`src/rtl/packet_injector_pkg.sv`:
```
// packet_injector_pkg: shared channel/packet constants and port codes.
// Optional feature macro: PACKET_SERIAL_STAMP_EN (serial stamp in the header).
package packet_injector_pkg;

    // Channel and packet geometry
    localparam int unsigned PKT_CHANNEL_WIDTH = 32;
    localparam int unsigned PKT_FLITS         = 5;
    localparam int unsigned PKT_WIDTH         = PKT_FLITS * PKT_CHANNEL_WIDTH;

    // Serial stamp field inside the header flit
    localparam int unsigned PKT_SERIAL_MSB    = 145;
    localparam int unsigned PKT_SERIAL_LSB    = 128;
    localparam int unsigned PKT_SERIAL_WIDTH  = PKT_SERIAL_MSB - PKT_SERIAL_LSB + 1;

    typedef logic [PKT_WIDTH-1:0]         packet_t;
    typedef logic [PKT_CHANNEL_WIDTH-1:0] flit_t;

    // Router port codes
    localparam logic [2:0] PORT_X_NEG = 3'd0;
    localparam logic [2:0] PORT_X_POS = 3'd1;
    localparam logic [2:0] PORT_Y_NEG = 3'd2;
    localparam logic [2:0] PORT_Y_POS = 3'd3;
    localparam logic [2:0] PORT_PE    = 3'd4;

    // Header flit of a full packet
    function automatic flit_t header_of(input packet_t pkt);
        return pkt[PKT_WIDTH-1 -: PKT_CHANNEL_WIDTH];
    endfunction

endpackage

```
`src/rtl/packet_injector_credit_counter.sv`:
```
// credit_counter: saturating credit counter for credit-based flow control.
// Reloads to CREDITS on reset; flags a credit returned while already full.
module credit_counter
    import packet_injector_pkg::*;
#(
    parameter int unsigned CREDITS = 4,
    localparam int unsigned CW     = $clog2(CREDITS + 1)
) (
    input  logic          clk,
    input  logic          reset,
    input  logic          consume,
    input  logic          give,
    output logic [CW-1:0] count,
    output logic          nonzero,
    output logic          overflow
);

    logic [CW-1:0] count_q, count_d;
    logic          overflow_q, overflow_d;

    // Next count: consume and give together cancel out
    always_comb begin
        count_d    = count_q;
        overflow_d = 1'b0;
        if (give && !consume) begin
            if (count_q == CW'(CREDITS)) begin
                overflow_d = 1'b1;
            end else begin
                count_d = count_q + CW'(1);
            end
        end else if (consume && !give && (count_q != '0)) begin
            count_d = count_q - CW'(1);
        end
    end

    // Counter and overflow pulse registers
    always_ff @(posedge clk) begin
        if (reset) begin
            count_q    <= CW'(CREDITS);
            overflow_q <= 1'b0;
        end else begin
            count_q    <= count_d;
            overflow_q <= overflow_d;
        end
    end

    assign count    = count_q;
    assign nonzero  = (count_q != '0);
    assign overflow = overflow_q;

endmodule

```
`src/rtl/packet_injector.sv`:
```
// packet_injector: serializes a 160-bit packet into 32-bit flits on one
// network channel under credit-based flow control. Channel idles at zero.
// Optional feature macro: PACKET_SERIAL_STAMP_EN (18-bit serial in header).
module packet_injector
    import packet_injector_pkg::*;
#(
    parameter int unsigned CHANNEL_WIDTH = PKT_CHANNEL_WIDTH,
    parameter int unsigned FLITS         = PKT_FLITS,
    parameter int unsigned CREDITS       = 4,
    parameter logic [2:0]  PORT          = PORT_X_NEG,
    parameter int unsigned ID            = 0,
    localparam int unsigned PW           = FLITS * CHANNEL_WIDTH,
    localparam int unsigned CCW          = $clog2(CREDITS + 1)
) (
    input  logic                     clk,
    input  logic                     reset,
    input  logic [PW-1:0]            packet_in,
    input  logic                     packet_valid,
    output logic                     packet_ready,
    output logic [CHANNEL_WIDTH-1:0] channel_out,
    input  logic                     credit_in,
    output logic [CCW-1:0]           credit_count,
    output logic                     header_error,
    output logic                     credit_overflow
);

    localparam int unsigned IW = (FLITS > 1) ? $clog2(FLITS) : 1;

    localparam logic STATE_IDLE = 1'b0;
    localparam logic STATE_SEND = 1'b1;

    // PORT and ID are informational; an out-of-range port code leaves a
    // marker net in the elaborated design.
    if ((PORT > PORT_PE) || (ID == 32'hFFFF_FFFF)) begin : g_cfg_invalid
        logic cfg_invalid_marker;
        assign cfg_invalid_marker = 1'b1;
    end

    logic                     state_q, state_d;
    logic [IW-1:0]            flit_idx_q, flit_idx_d;
    logic [PW-1:0]            shift_q, shift_d;
    logic [CHANNEL_WIDTH-1:0] chan_q, chan_d;
    logic                     header_error_q, header_error_d;

    logic [PW-1:0]            pkt_stamped;
    logic [CHANNEL_WIDTH-1:0] pkt_header;
    logic                     credit_nonzero;
    logic                     accept;
    logic                     hdr_zero;
    logic                     send;

`ifdef PACKET_SERIAL_STAMP_EN
    logic [PKT_SERIAL_WIDTH-1:0] serial_q, serial_d;

    // Overwrite the header serial field with the running packet serial
    always_comb begin
        pkt_stamped = packet_in;
        pkt_stamped[PKT_SERIAL_MSB:PKT_SERIAL_LSB] = serial_q;
    end

    // Serial advances only for packets actually sent; wraps naturally
    always_comb begin
        serial_d = serial_q;
        if (send) begin
            serial_d = serial_q + PKT_SERIAL_WIDTH'(1);
        end
    end

    // Serial counter register
    always_ff @(posedge clk) begin
        if (reset) begin
            serial_q <= '0;
        end else begin
            serial_q <= serial_d;
        end
    end
`else
    assign pkt_stamped = packet_in;
`endif

    assign pkt_header   = pkt_stamped[PW-1 -: CHANNEL_WIDTH];
    assign packet_ready = (state_q == STATE_IDLE) && credit_nonzero;
    assign accept       = packet_valid && packet_ready;
    assign hdr_zero     = (pkt_header == '0);
    assign send         = accept && !hdr_zero;

    credit_counter #(
        .CREDITS (CREDITS)
    ) u_credit_counter (
        .clk      (clk),
        .reset    (reset),
        .consume  (send),
        .give     (credit_in),
        .count    (credit_count),
        .nonzero  (credit_nonzero),
        .overflow (credit_overflow)
    );

    // Serializer FSM. The output flit is registered separately from the
    // shift register, so the shift register holds the flits still to come.
    always_comb begin
        state_d        = state_q;
        flit_idx_d     = flit_idx_q;
        shift_d        = shift_q;
        chan_d         = '0;
        header_error_d = 1'b0;
        case (state_q)
            STATE_IDLE: begin
                if (accept) begin
                    if (hdr_zero) begin
                        header_error_d = 1'b1;
                    end else begin
                        state_d    = STATE_SEND;
                        flit_idx_d = '0;
                        chan_d     = pkt_header;
                        shift_d    = pkt_stamped << CHANNEL_WIDTH;
                    end
                end
            end
            STATE_SEND: begin
                if (flit_idx_q == IW'(FLITS - 1)) begin
                    state_d    = STATE_IDLE;
                    flit_idx_d = '0;
                    shift_d    = '0;
                end else begin
                    chan_d     = shift_q[PW-1 -: CHANNEL_WIDTH];
                    shift_d    = shift_q << CHANNEL_WIDTH;
                    flit_idx_d = flit_idx_q + IW'(1);
                end
            end
            default: begin
                state_d    = STATE_IDLE;
                flit_idx_d = '0;
                shift_d    = '0;
            end
        endcase
    end

    // FSM, shift register and output registers
    always_ff @(posedge clk) begin
        if (reset) begin
            state_q        <= STATE_IDLE;
            flit_idx_q     <= '0;
            shift_q        <= '0;
            chan_q         <= '0;
            header_error_q <= 1'b0;
        end else begin
            state_q        <= state_d;
            flit_idx_q     <= flit_idx_d;
            shift_q        <= shift_d;
            chan_q         <= chan_d;
            header_error_q <= header_error_d;
        end
    end

    assign channel_out  = chan_q;
    assign header_error = header_error_q;

endmodule

```
`config.mk`:
```
export PLATFORM = sky130hd
export DESIGN_NAME = packet_injector
export DESIGN_NICKNAME = d
export VERILOG_FILES = /design/src/rtl/packet_injector_pkg.sv /design/src/rtl/packet_injector_credit_counter.sv /design/src/rtl/packet_injector.sv
export SDC_FILE = /design/constraint.sdc
export NUM_CORES = 1
export LEC_CHECK = 0
export ABC_AREA = 0
export BUFFER_PORTS_ARGS = -buffer_cell sky130_fd_sc_hd__buf_2
export CORE_MARGIN = 1
export CORE_UTILIZATION = 49
export DETAILED_ROUTE_END_ITERATION = 16
export MAX_ROUTING_LAYER = met4
export PLACE_DENSITY = 0.84
export SKIP_CTS_REPAIR_TIMING = 1
export SYNTH_ARGS = -nofsm -noshare
export SYNTH_HDL_FRONTEND = slang
export SYNTH_HIERARCHICAL = 1
export SYNTH_SLANG_ARGS = --single-unit
export TNS_END_PERCENT = 20
```
`constraint.sdc`:
```
create_clock -name clk -period 2.3 [get_ports clk]
set_clock_uncertainty 0.1 [all_clocks]
set_input_delay 0 -clock clk [delete_from_list [all_inputs] [get_ports clk]]
set_output_delay 0 -clock clk [all_outputs]
set_load 0.02 [all_outputs]
```
# [Word-level counts from Yosys, hierarchy flattened]
# Cells that the tools add are included.
# Widths: inputs -> output; s select.
[classes] addsub=3 n_div=0 mul=0 mux=21 eq_ne=5 reduce_logical=16 shifts=0 order_cmp=0 n_bitwise=3
[ops] cell="$mux 160" n=3
[ops] cell="$pmux 160 s2" n=1
[ops] cell="$mux 32" n=3
[ops] cell="$pmux 32 s2" n=1
[ops] cell="$logic_not 32->1" n=1
[ops] cell="$mux 3" n=6
[ops] cell="$add 3x1->3 const B" n=2
[ops] cell="$eq 3x3->1 const B" n=2
[ops] cell="$logic_and 1x1->1" n=6
[ops] cell="$ne 2x2->1 const B" n=3
[ops] cell="$pmux 3 s2" n=1
[ops] cell="$mux 1" n=5
[ops] cell="$reduce_and 2->1" n=2
[ops] cell="$logic_not 1->1" n=3
[ops] cell="$not 1->1" n=3
[ops] cell="$reduce_bool 3->1" n=1
[ops] cell="$reduce_or 3->1" n=1
[ops] cell="$sub 3x1->3 const B" n=1
[ops] cell="$pmux 1 s2" n=1
[ops] cell="$reduce_bool 2->1" n=1
[ops] cell="$reduce_or 2->1" n=1
[totals] reg_bits=201 memories=0 mem_bits_rw=0 output_inout_bits=38 latchBits=0 mem_bits_ro=0 wordCells=55 input_bits=164

# [Depth between registers and ports, before layout]
[logic_depth] word_depth=8 mapped_depth=12 depth_no_buf=10

# [Modules after synthesis]
# The synthesis kept the hierarchy.
[modules_own_cells] mod="packet_injector" area_each_um2=8695.8 seq_area_each_um2=3303.2 cells_per_inst=934 instances=1
[modules_own_cells] mod="credit_counter" area_each_um2=237.7 seq_area_each_um2=80.1 cells_per_inst=26 instances=1

# [Worst setup path before layout]
# OpenSTA, ideal clock, no wires.
[synth_path] kind="reg2reg" start="register u_credit_counter.count_q[1] (netlist: u_credit_counter/count[1])" end="register u_credit_counter.count_q[2] (netlist: u_credit_counter/count[2])" t_required_ns=2.061 setup_ns=0.139 path_slack_ns=-0.339 t_arrival_ns=2.400 path_stages_with_launch=13 n_path_buf=2 period_less_slack_ns=2.639 path_cell_list="dfxtp_1 -> clkbuf_1 -> or3_1 -> nand3b_1 -> a21o_1 -> buf_4 -> inv_1 -> nor2b_1 -> xnor2_1 -> ha_1 -> nor4b_1 -> nand3b_1 -> o2111ai_1"
[synth_between] elab_chain_cells=8 word_cells_on_any_way=17 classes_between="2 x add/sub; 2 x eq/ne; 3 x mux; 10 x reduce/logical"
[synth_lines] item="start: declaration" line="packet_injector_credit_counter.sv:18" source="logic [CW-1:0] count_q, count_d;"
[synth_lines] item="start signal: assignment" line="packet_injector_credit_counter.sv:39" source="count_q <= CW'(CREDITS);"
[synth_lines] item="start signal: assignment" line="packet_injector_credit_counter.sv:42" source="count_q <= count_d;"
[synth_lines] item="$reduce_bool 3->1 *" line="packet_injector_credit_counter.sv:48" source="assign nonzero = (count_q != '0);"
[synth_lines] item="named net credit_nonzero" line="packet_injector.sv:47" source="logic credit_nonzero;"
[synth_lines] item="$logic_and 1x1->1 *" line="packet_injector.sv:82" source="assign packet_ready = (state_q == STATE_IDLE) && credit_nonzero;"
[synth_lines] item="$logic_and 1x1->1 *" line="packet_injector.sv:83" source="assign accept = packet_valid && packet_ready;"
[synth_lines] item="$logic_and 1x1->1 *" line="packet_injector.sv:85" source="assign send = accept && !hdr_zero;"
[synth_lines] item="named net send" line="packet_injector.sv:50" source="logic send;"
[synth_lines] item="$logic_not 1->1 / $logic_and 1x1->1 (equally long branches)" line="packet_injector_credit_counter.sv:25, packet_injector_credit_counter.sv:31"
[synth_lines] item="$logic_and 1x1->1 (on tied branches)" line="packet_injector_credit_counter.sv:25, packet_injector_credit_counter.sv:31"
[synth_lines] item="$ne 2x2->1 (no line) / $reduce_bool 2->1 (equally long branches)"
[synth_lines] item="$reduce_and 2->1 (no line)"
# The timed path passes the listed nets; every way through them passes the cells marked *. The select of a mux whose other input is x is not followed.
# A chain may end at the register's enable or synchronous reset.

# [Final worst setup path]
[layout_path] start="register u_credit_counter.count_q[0] (netlist: u_credit_counter/count[0])" end="register u_credit_counter.count_q[2] (netlist: u_credit_counter/count[2])"
# The elaborated chain is that of the path after synthesis.

==> results.json <==
{
  "critical_path.reg2reg.startpoint": "u_credit_counter/count[0]",
  "design.die.area_sq_um": 18800,
  "die_span_x_um": 137,
  "switching_power_uw": 2400,
  "end_kind": "register",
  "cp_data_required_time_ps": 2500,
  "worst_skew_pair.late_latency_ps": 420,
  "total_of_buffers_placed_on_input_and_output_ports": 201,
  "wirelength_mm": 31.5,
  "yosysTopAreaCell": "dfxtp_1",
  "worst_pin_slew_ps": 902,
  "placed_cell_area_sq_um": 10000,
  "final_max_slew_viol_count": 0,
  "ys_ff_latch": 169,
  "synth_compound_gate_area_share_pct": 34.1,
  "min_path_cells": 4,
  "power_density_nw_per_um2": 668,
  "gr-total-overflow": 0,
  "finalInstanceArea_sq_um": 12400,
  "leakagePower_uw": 0.00476,
  "post_synth_fa_ha_maj_area_fraction_pct": 0.420,
  "xor_xnor_share_of_the_synthesized_area_pct": 0.294,
  "hold-worst-slack_ps": -55.6,
  "combinational_family_with_the_most_area_after_synthesis": "compound AO/OA/AOI/OAI gates",
  "dpl.hpwl_mm": 16.6,
  "most_frequent_cell_after_synthesis": "dfxtp_1",
  "cellInternalPower_uw": 5840,
  "crit_start": "u_credit_counter/count[0]",
  "final-setup-viol-count": 1,
  "synthCells": 960,
  "chipHeight_um": 137,
  "areaGrowthSynthToFinish_pct": 38.2,
  "number_of_drc_markers_after_the_initial_detailed_route_iteration": 1356,
  "slew-limit-headroom_pct": 39.8,
  "synth_ff_type": "dfxtp_1",
  "timing.final.crit_share_pct": 101,
  "fp.coreArea_sq_um": 17900,
  "synth.cells.most_frequent": "dfxtp_1, nand2_1, a22o_1",
  "rsz0062_at_grt": "yes",
  "holdCritPathClass": "in2reg",
  "synthMuxAreaShare_pct": 3.70,
  "num_antenna_cells": 0,
  "max_clock_freq_mhz": 432,
  "final_hold_viol_count": 3,
  "max_cap_viol_count": 0,
  "syn_avg_cell_area_sq_um": 9.31,
  "cts_made_buffers": 17,
  "share_seq_of_total_power_pct": 41.8,
  "post_synthesis_instance_area_sq_um": 8930,
  "grt_max_degree": 105,
  "p_sw_share_pct": 29.2,
  "initial_core_util_pct": 49.9,
  "hold_path.startpoint": "packet_in[84]",
  "synthArstFlopShare_pct": 0,
  "final_period_demand_of_the_worst_path_ps": 2310,
  "clk_pin_slew_worst_paths_ps": 60,
  "routedWlPerCell_um": 21.1,
  "wire_length_of_the_first_global_routing_pass_mm": 41.1,
  "layout.nets": 1421,
  "tritoncts_clock_tree": "built",
  "gr_util_all_layers_pct": 28.6,
  "failing_checks": "hold timing, setup timing",
  "ys_seq_area_share_pct": 37.9,
  "boundaryPins": 202,
  "critical_path.max_fanout": 7,
  "num-fill-cells": 1289,
  "clock_tree.root_cell": "clkbuf_16",
  "mappedNetlistNets": 1127,
  "synthesis.yosys.warnings": 6,
  "first_pass_iteration_count_of_the_detailed_router": 8,
  "power.share.combinational_pct": 22.8,
  "post_synth_num_cell_types": 44,
  "worstSetupPathType": "reg2reg",
  "cts_max_level": 4,
  "clkSinkCount": 169,
  "yosys.area_share.simple_pct": 16.7,
  "cp-start-kind": "register",
  "timing.reg2reg.worst_path_depth": 10,
  "crit_arrival_ps": 2510,
  "netlist_top_cells_area": "dfxtp_1, a22o_1, a22oi_1, nand4_1, o221ai_2",
  "number_of_antenna_violations_at_the_first_check_in_global_routing": 0,
  "post-place-ws_ps": -27.5,
  "share_clk_of_total_power_pct": 35.4,
  "detailroute.via_count": 9877,
  "final_weighted_congestion_in_routability_driven_placement": 0.813,
  "worst_slack_ps": -12.9,
  "vdd_ir_drop_max_uv": 511,
  "detail-route-antenna-nets": 0,
  "synth_edf_count": 0,
  "avgViaCountPerCell": 6.61,
  "first_global_vias": 7827,
  "final_layout_size_suffix_gt1_share_pct": 25.7,
  "drt_drc_violations_left": 0,
  "status": "finished, violations left",
  "max-clock-path-buffers": 2,
  "rows": 49,
  "yosysTopAreaCellShare_pct": 37.9
}
==> layer usage <==
metal  wire, um  up-vias  share of wire [%]  global-route usage [%]
met1      13100     4683                 41                    40.4
met2      14600      692                 46                    40.3
met5          0        -                  0                       -
li1           -     4397                  -                       -
met3       2900      105                9.2                    5.00
met4       1030        0                3.3                    11.0
==> sequential cells by signal, indices dropped and copies added (netlist names) <==
register and flops:
channel_out 32, flit_idx_q 3, header_error 1, shift_q 128, state_q 1, u_credit_counter/count 3, u_credit_counter/overflow 1
==> cells by family after synthesis <==
group / Yosys count
AOI/OAI and AO/OA: 333
xor gates and xnor gates: 3
adders and majority gates: 3
buffers and inverters: 129
DFF: 169
muxes: 33
and+or+nand+nor: 290
==> worst paths after layout <==
path | slack (ps) | end
worst max-delay path | -10 | u_credit_counter/count[2]
worst min-delay path | -60 | shift_q[116]
worst max register to register | -10 | u_credit_counter/count[2]
worst min register to register | 370 | shift_q[59]
==> area by class of cell <==
cell class | count | area (sq um) | area share, %
clock buffers | 23 | 468 | 3.79
clock inverters | 8 | 120 | 0.973
inverters | 4 | 18.8 | 0.152
multi-input cells | 663 | 5010 | 40.6
flip-flops and latches | 169 | 3390 | 27.4
well taps | 229 | 287 | 2.32
repair buffers | 399 | 3050 | 24.7
==> cells in the final DEF (no fill, tap or decap), types with 2 or more instances in the layout <==
master,Yosys,layout
bufinv_16,0,3
and4_4,0,2
nand3b_1,5,5
mux2i_1,33,33
ha_1,3,2
nand4_1,96,96
nor3_1,3,3
clkbuf_8,0,2
nor4_1,8,8
dlygate4sd3_1,0,162
a22oi_1,96,96
dfxtp_1,169,167
o221ai_1,56,56
inv_1,3,2
clkinvlp_4,0,2
nor2_1,5,4
buf_4,4,24
nand2_1,130,130
nor2_4,0,2
clkbuf_1,70,4
buf_12,0,12
clkinv_2,0,4
o221ai_2,40,40
nand2b_1,32,32
clkbuf_16,0,17
buf_2,39,200
a22o_1,128,128
==> power groups by stage <==
stage	Combinational, uW	Sequential [uW]	Clock, uW
floorplan	1050	3460	0
global placement	1520	3470	0
detailed placement	1550	3490	0
CTS	1550	3420	2930
global route	2000	3460	3080
finish	1880	3450	2920
==> worst max-delay path, cell delays in order (launching register included) <==
cell and delay, ps:
dfxtp_2 330, or3_4 390, nand3b_1 190, a21o_2 180, inv_4 70, nor2b_4 140
xnor2_2 80, ha_2 200, nor4b_4 270, nand3b_1 140, o2111ai_1 100
==> metrics by stage <==
step	hold slack (ps)	utilization (%)	total power [uW]	setup TNS [ps]	cells
2_1_floorplan	-30.6	-	4510	-55.2	960
3_3_place_gp	131	56.0	4990	0	1291
3_5_place_dp	132	56.0	5030	-82.4	1291
4_1_cts	-307	59.3	7900	-381	1322
5_1_grt	3.76	69.0	8540	-81.1	1495
6_report	-55.6	69.0	8250	-12.9	1495
No activity file was read; power rests on OpenSTA's default activity.
